**src/rtl/ttl_pkg.sv**
```systemverilog
// Shared definitions for the edge-clocked TTL device models.
package ttl_pkg;

    // Mode select encoding as seen on {S1, S0}.
    typedef enum logic [1:0] {
        HOLD = 2'b00,
        SHR  = 2'b01,
        SHL  = 2'b10,
        LOAD = 2'b11
    } ttl_mode_e;

    localparam int TTL_REG_W = 4;

    // Shift a register toward its low index (QA toward QD), inserting at the top.
    function automatic logic [TTL_REG_W-1:0] shift_toward_low(
        input logic [TTL_REG_W-1:0] cur,
        input logic                 fill
    );
        return {fill, cur[TTL_REG_W-1:1]};
    endfunction

    // Shift a register toward its high index (QD toward QA), inserting at the bottom.
    function automatic logic [TTL_REG_W-1:0] shift_toward_high(
        input logic [TTL_REG_W-1:0] cur,
        input logic                 fill
    );
        return {cur[TTL_REG_W-2:0], fill};
    endfunction

endpackage

```
**src/rtl/ttl_edge_det.sv**
```systemverilog
// Samples a slow device clock pin on the system clock and flags its rising edge.
// The previous sample is kept up to date unconditionally (including during reset),
// so a pin already high when reset or clear releases never produces a false edge.
module ttl_edge_det (
    input  logic clk,
    input  logic sig_in,
    output logic rise
);

    logic sample_q;
    logic sample_d;

    // Next sample is always the current pin level.
    always_comb begin
        sample_d = sig_in;
    end

    // Hold last cycle's pin level.
    always_ff @(posedge clk) begin
        sample_q <= sample_d;
    end

    assign rise = sig_in & ~sample_q;

endmodule

```
**src/rtl/ttl_74194.sv**
```systemverilog
// 4-bit bidirectional universal shift register (74194), modelled synchronously:
// the device CLK pin is sampled on clk and a rising CLK acts on the same clk edge.
// Bit ordering inside the register is q[3]=QA ... q[0]=QD.
module ttl_74194
    import ttl_pkg::*;
(
    input  logic clk,
    input  logic reset,
    input  logic CLK,
    input  logic CLR_N,
    input  logic S0,
    input  logic S1,
    input  logic SR,
    input  logic SL,
    input  logic A,
    input  logic B,
    input  logic C,
    input  logic D,
    output logic QA,
    output logic QB,
    output logic QC,
    output logic QD
);

    logic                 dev_edge;
    logic [TTL_REG_W-1:0] q_q;
    logic [TTL_REG_W-1:0] q_d;
    ttl_mode_e            mode;

    ttl_edge_det u_edge_det (
        .clk    (clk),
        .sig_in (CLK),
        .rise   (dev_edge)
    );

    assign mode = ttl_mode_e'({S1, S0});

    // Next register value: clear beats a device edge, and no edge means hold.
    always_comb begin
        q_d = q_q;
        if (!CLR_N) begin
            q_d = '0;
        end else if (dev_edge) begin
            case (mode)
                HOLD:    q_d = q_q;
                SHR:     q_d = shift_toward_low(q_q, SR);
                SHL:     q_d = shift_toward_high(q_q, SL);
                LOAD:    q_d = {A, B, C, D};
                default: q_d = q_q;
            endcase
        end
    end

    // State register; reset wins over everything and drops any coincident edge.
    always_ff @(posedge clk) begin
        if (reset) begin
            q_q <= '0;
        end else begin
            q_q <= q_d;
        end
    end

    assign QA = q_q[3];
    assign QB = q_q[2];
    assign QC = q_q[1];
    assign QD = q_q[0];

endmodule

```
**config.mk**
```make
export PLATFORM = sky130hd
export DESIGN_NAME = ttl_74194
export DESIGN_NICKNAME = d
export VERILOG_FILES = /design/src/rtl/ttl_pkg.sv /design/src/rtl/ttl_edge_det.sv /design/src/rtl/ttl_74194.sv
export SDC_FILE = /design/constraint.sdc
export NUM_CORES = 1
export LEC_CHECK = 0
export CAP_MARGIN = 40
export CORE_AREA = 2 2 39 41
export DETAILED_ROUTE_END_ITERATION = 10
export DIE_AREA = 0 0 41 43
export RECOVER_POWER = 100
export SYNTH_ARGS = -nofsm -noshare
export SYNTH_HDL_FRONTEND = slang
export SYNTH_SLANG_ARGS = --single-unit
```
**constraint.sdc**
```tcl
create_clock -name clk -period 3.3 [get_ports clk]
set_clock_uncertainty 0.1 [all_clocks]
set_input_delay 0.66 -clock clk [delete_from_list [all_inputs] [get_ports clk]]
set_output_delay 0.66 -clock clk [all_outputs]
set_load 0.05 [all_outputs]
```
# --- Word-level counts from Yosys, hierarchy flattened ---
# Cells that the tools add are included.
classes:
  reduce_logical: 3
  mux: 1
  n_eq_ne: 3
  n_bitwise: 4
op_table:
  columns: ["operator", "count"]
  rows:
  - ["4-bit one-hot mux with 3 select lines", 1]
  - ["2-bit equality test (second input constant)", 2]
  - ["1-bit inverter", 3]
  - ["2-bit by 1-bit equality test with 1-bit output (second input constant)", 1]
  - ["2-bit logical NOT", 1]
  - ["2-bit AND reduction", 1]
  - ["2-bit OR reduction", 1]
  - ["1-bit bitwise AND", 1]
totals:
  ff_bits: 5
  output_inout_bits: 4

# --- Longest topological paths before layout ---
depth:
  ltp_word: 3
  mapped_depth: 4
  depth_no_buf: 3

# --- Modules after synthesis ---
# From an unflattened synthesis, not the netlist that was laid out.
unflattened:
  hier_cells: 26
  hier_area_um2: 244.0
modules_own_cells:
  columns: ["module", "seq_area_each_um2", "n_inst", "area_each_um2", "cells_each"]
  rows:
  - ["ttl_74194", 80.1, 1, 210.2, 24]
  - ["ttl_edge_det", 20.0, 1, 33.8, 2]

# --- Least setup slack after synthesis ---
# No wires, ideal clock.
synth_path:
  path_kind: "input to register"
  from: "input port S0"
  to: "register q_q[2]"
  slack_ns: 1.861
  stages: 4
  n_path_buf: 1
  setup_ns: 0.117
  t_arrival_ns: 1.222
  cell_sequence: "buf_6 -> mux2i_1 -> a21oi_1 -> a22o_1"
synth_via:
  elab_chain_cells: 3
synth_rtl:
  columns: ["item", "line", "rtl"]
  rows:
  - ["from (decl)", "ttl_74194.sv:11", "input logic S0,"]
  - ["parallel branches: the longest is 3 deep, another holds 4-bit one-hot mux with 3 select lines", null, null]
  - ["to (signal assigned)", "ttl_74194.sv:59", "q_q <= q_d;"]
  - ["to (decl)", "ttl_74194.sv:26", "logic [TTL_REG_W-1:0] q_q;"]
# Several ways; the timed one is not identified.
# A chain may end at the register's enable or synchronous reset.

# --- Final worst setup path ---
layout_path:
  from: "register q_q[2]"
  to: "output port QB"
layout_lines:
  columns: ["item", "line", "rtl"]
  rows:
  - ["to (decl)", "ttl_74194.sv:20", "output logic QB,"]
# No word-level cell between the ends.

==> summary.md <==
| Metric | Value |
|---|---|
| Post-synthesis async set-or-reset flop share | 0% |
| Largest family of logic cells by synthesized area | compound AO/OA/AOI/OAI gates |
| I/O Buffers | 15 |
| Crit Path Max Fanout | 4 |
| # fillers | approximately 160 |
| Final setup viols | 0 |
| F_max | between 0.4 and 0.5 GHz |
| Crit path max-delay family | buffers and inverters |
| Total CTS buffers | 3 |
| Crit Reg-Reg Startpoint | u_edge_det.sample_q |
| All-Layer GR Usage | approximately 8.8% |
| PD cells | around 360 nW/um^2 |
| I/O pin count | 16 |
| Placeable Area | between 1000 and 1500 sq um |
| Syn Inst Count | 28 |
| Switch Pwr | about 0.038 mW |
| CP max stage delay | around 0.9 ns |
| Clk slew on worst S/H paths | 0.04 ns |
| Full die area | 1760 sq um |
| Hold_sp | q_q[0] |
| Sequential Power Share | a little under two fifths |
| Power Internal | between 0.1 and 0.15 mW |
| Via density | approximately 4.3 |
| WHS | 0.404 ns |
| DRT Wirelength | 597 um |
| Post-synth top area cell | dfxtp_1 |
| Status | complete, no violations |
| XOR/XNOR Fraction of Synth Area | 0% |
| Clock power share | 42.2% |
| Via count | ~260 |
| Die H | approximately 43 um |
| First-pass GRT wire length | around 980 um |
| RePlAce Congestion | approximately 0.62 |
| WP buf/inv | 1 |
| Area growth syn-to-layout | 54.0% |
| Synth Flop Type | dfxtp_1 |
| Vias in the first global route | roughly 260 |
| Initial antenna violation count | 0 |
| Synth cell count leaders | dfxtp_1, a21oi_1, a22o_1, mux2i_1, nor2_1 |
| Cell area after placement | 444 sq um |
| Sequential fraction of the synthesis area | 33.8% |
| Routed Antenna Nets | 0 |
| Hold path cells | 1 |
| Cell with the most instances after synthesis | dfxtp_1 |
| Hold buffers post-CTS | 0 |
| Leak Pwr | ~0.20 nW |
| Syn avg cell area | between 10 and 15 sq um |
| Setup TNS | 0 ns |
| Pre-Repair DR Iteration Count | 2 |
| Simple-Gate Fraction of Synth Area | 21.1% |
| Worst r2r path cells | 3 |
| Design Area, Final | 457 sq um |
| Worst-Skew Late Latency | around 0.24 ns |
| Number of synthesized flops with an enable pin | 0 |
| Worst setup SP type | register |
| Final min period | 2.27 ns |
| Netlist Area Pre-Place | around 300 sq um |
| Mux cell area share after synthesis | between 10% and 20% |
| GRT overflow | 0 |
| Initial Util | a little over a fifth |
| Slew Viols, Final | 0 |
| Largest net degree at the start of global routing | 10 |
| Hold crit path type | reg2reg |
| CTS H-tree lvls | 1 |
| R2r setup slk | between 2 and 2.5 ns |
| Top post-synthesis cells by area | dfxtp_1, mux2i_1, a22o_1, buf_6, a21oi_1 |
| Kind of critical path | reg2out |
| Max_slew headroom | between 60% and 70% |
| CTS Sinks | 5 |
| Max-Cap Viols | 0 |
| WHS Endpoint | q_q[0] |
| Synth Area in Adders | 0% |
| Compound-gate portion of the synthesized area | 24.1% |
| Max Root-Sink Buffers | 2 |
| Synthesized Nets | 40 |
| Setup Fix Bufs, Post-CTS | 0 |
| Drt initial violations | 2 |
| Util after Layout | about a third |
| Worst EP required | ~2.5 ns |
| Arr. time, crit path | ~1.5 ns |
| Slew of the pin with the lowest slew margin | about 0.5 ns |
| Max IR drop VDD | around 0.11 mV |
| Crit-path cells | dlygate4sd3_1 |
| R2R Path End | q_q[1] |
| Residual DRC | 0 |
| Yosys reg bits | 5 |
| Root Buffer | clkbuf_4 |
| Nets | 58 |
| Fin crit share | around 70% |
| Std-Cell Rows | 14 |
| Post-CTS sizing | 0 |
| Synth warnings | 0 |
| Slowest stage cell, crit path | dlygate4sd3_1 |
| Die W | around 41 um |
| Routed wire per std cell | 9.79 um |
| Layout cells sized above 1 | between 10% and 20% |
| Antenna diodes | 0 |
| Top-area cell type share of the netlist area | between 30 and 40% |
| Switching Fraction | a little under a quarter |
| Nature of the critical path endpoint | output port |
| Unrepaired setup endpoints after global routing | false |
| Power share of the combinational group | between 10% and 20% |
| CTS tree | built |
| Distinct cells, synth | 11 |
| Final Hold Viols | 0 |
[worst max-delay path by stage]
stage,slack (ns),endpoint,cells after the start,start
floorplan,1.86,q_q[2],4,S0
global placement,1.17,q_q[2],4,S0
detailed placement,1.19,q_q[2],4,S0
CTS,1.09,QB,1,q_q[2]
global route,0.97,QB,1,q_q[2]
finish,1.03,QB,1,q_q[2]
[placed cells by master (no fill, tap or decap)]
master	instances
a21oi_1	4
a22o_1	4
clkbuf_1	1
clkbuf_4	3
clkdlybuf4s50_1	9
dfxtp_1	5
dlygate4sd3_1	6
mux2i_1	4
nand2b_1	1
nand2b_4	1
nor2_1	5
nor3_4	1
o21ba_1	1
[cells by family after synthesis]
kind of cell | Yosys count
muxes | 4
and+or+nand+nor | 8
AOI/OAI and AO/OA | 9
buffers and inverters | 2
DFF | 5
[area by class of cell]
cell class / instances / area, sq um / share of cell area (%)
multi-input combinational: 21 / 160 / 35.1
tap: 16 / 20.0 / 4.38
sequential: 5 / 100 / 21.9
clock buffer: 4 / 26.3 / 5.75
timing repair buffer: 15 / 150 / 32.9
[through the flow]
step / setup slack [ns] / std cells / power [mW]
2_1_floorplan: 1.86 / 28 / 0.0846
3_3_place_gp: 1.17 / 57 / 0.0991
3_5_place_dp: 1.19 / 57 / 0.0990
4_1_cts: 1.09 / 61 / 0.171
5_1_grt: 0.972 / 61 / 0.175
6_report: 1.03 / 61 / 0.164
[state kept, by name, indices dropped and copies added, names as in the netlist]
| name | cells |
|---|---|
| u_edge_det.sample_q | 1 |
| q_q | 4 |
[power groups by stage]
stage	clock, mW	sequential [mW]	combinational [mW]
finish	0.0692	0.0630	0.0317
global route	0.0766	0.0632	0.0350
CTS	0.0732	0.0630	0.0350
global placement	0	0.0641	0.0349
detailed placement	0	0.0641	0.0349
floorplan	0	0.0669	0.0178
[layer usage]
layer	wire length, um	track usage (%)
met1	298	10.7
met2	246	11.3
met3	53	4.71
met4	0	6.00
met5	0	0
(Power assumes the default switching activity.)
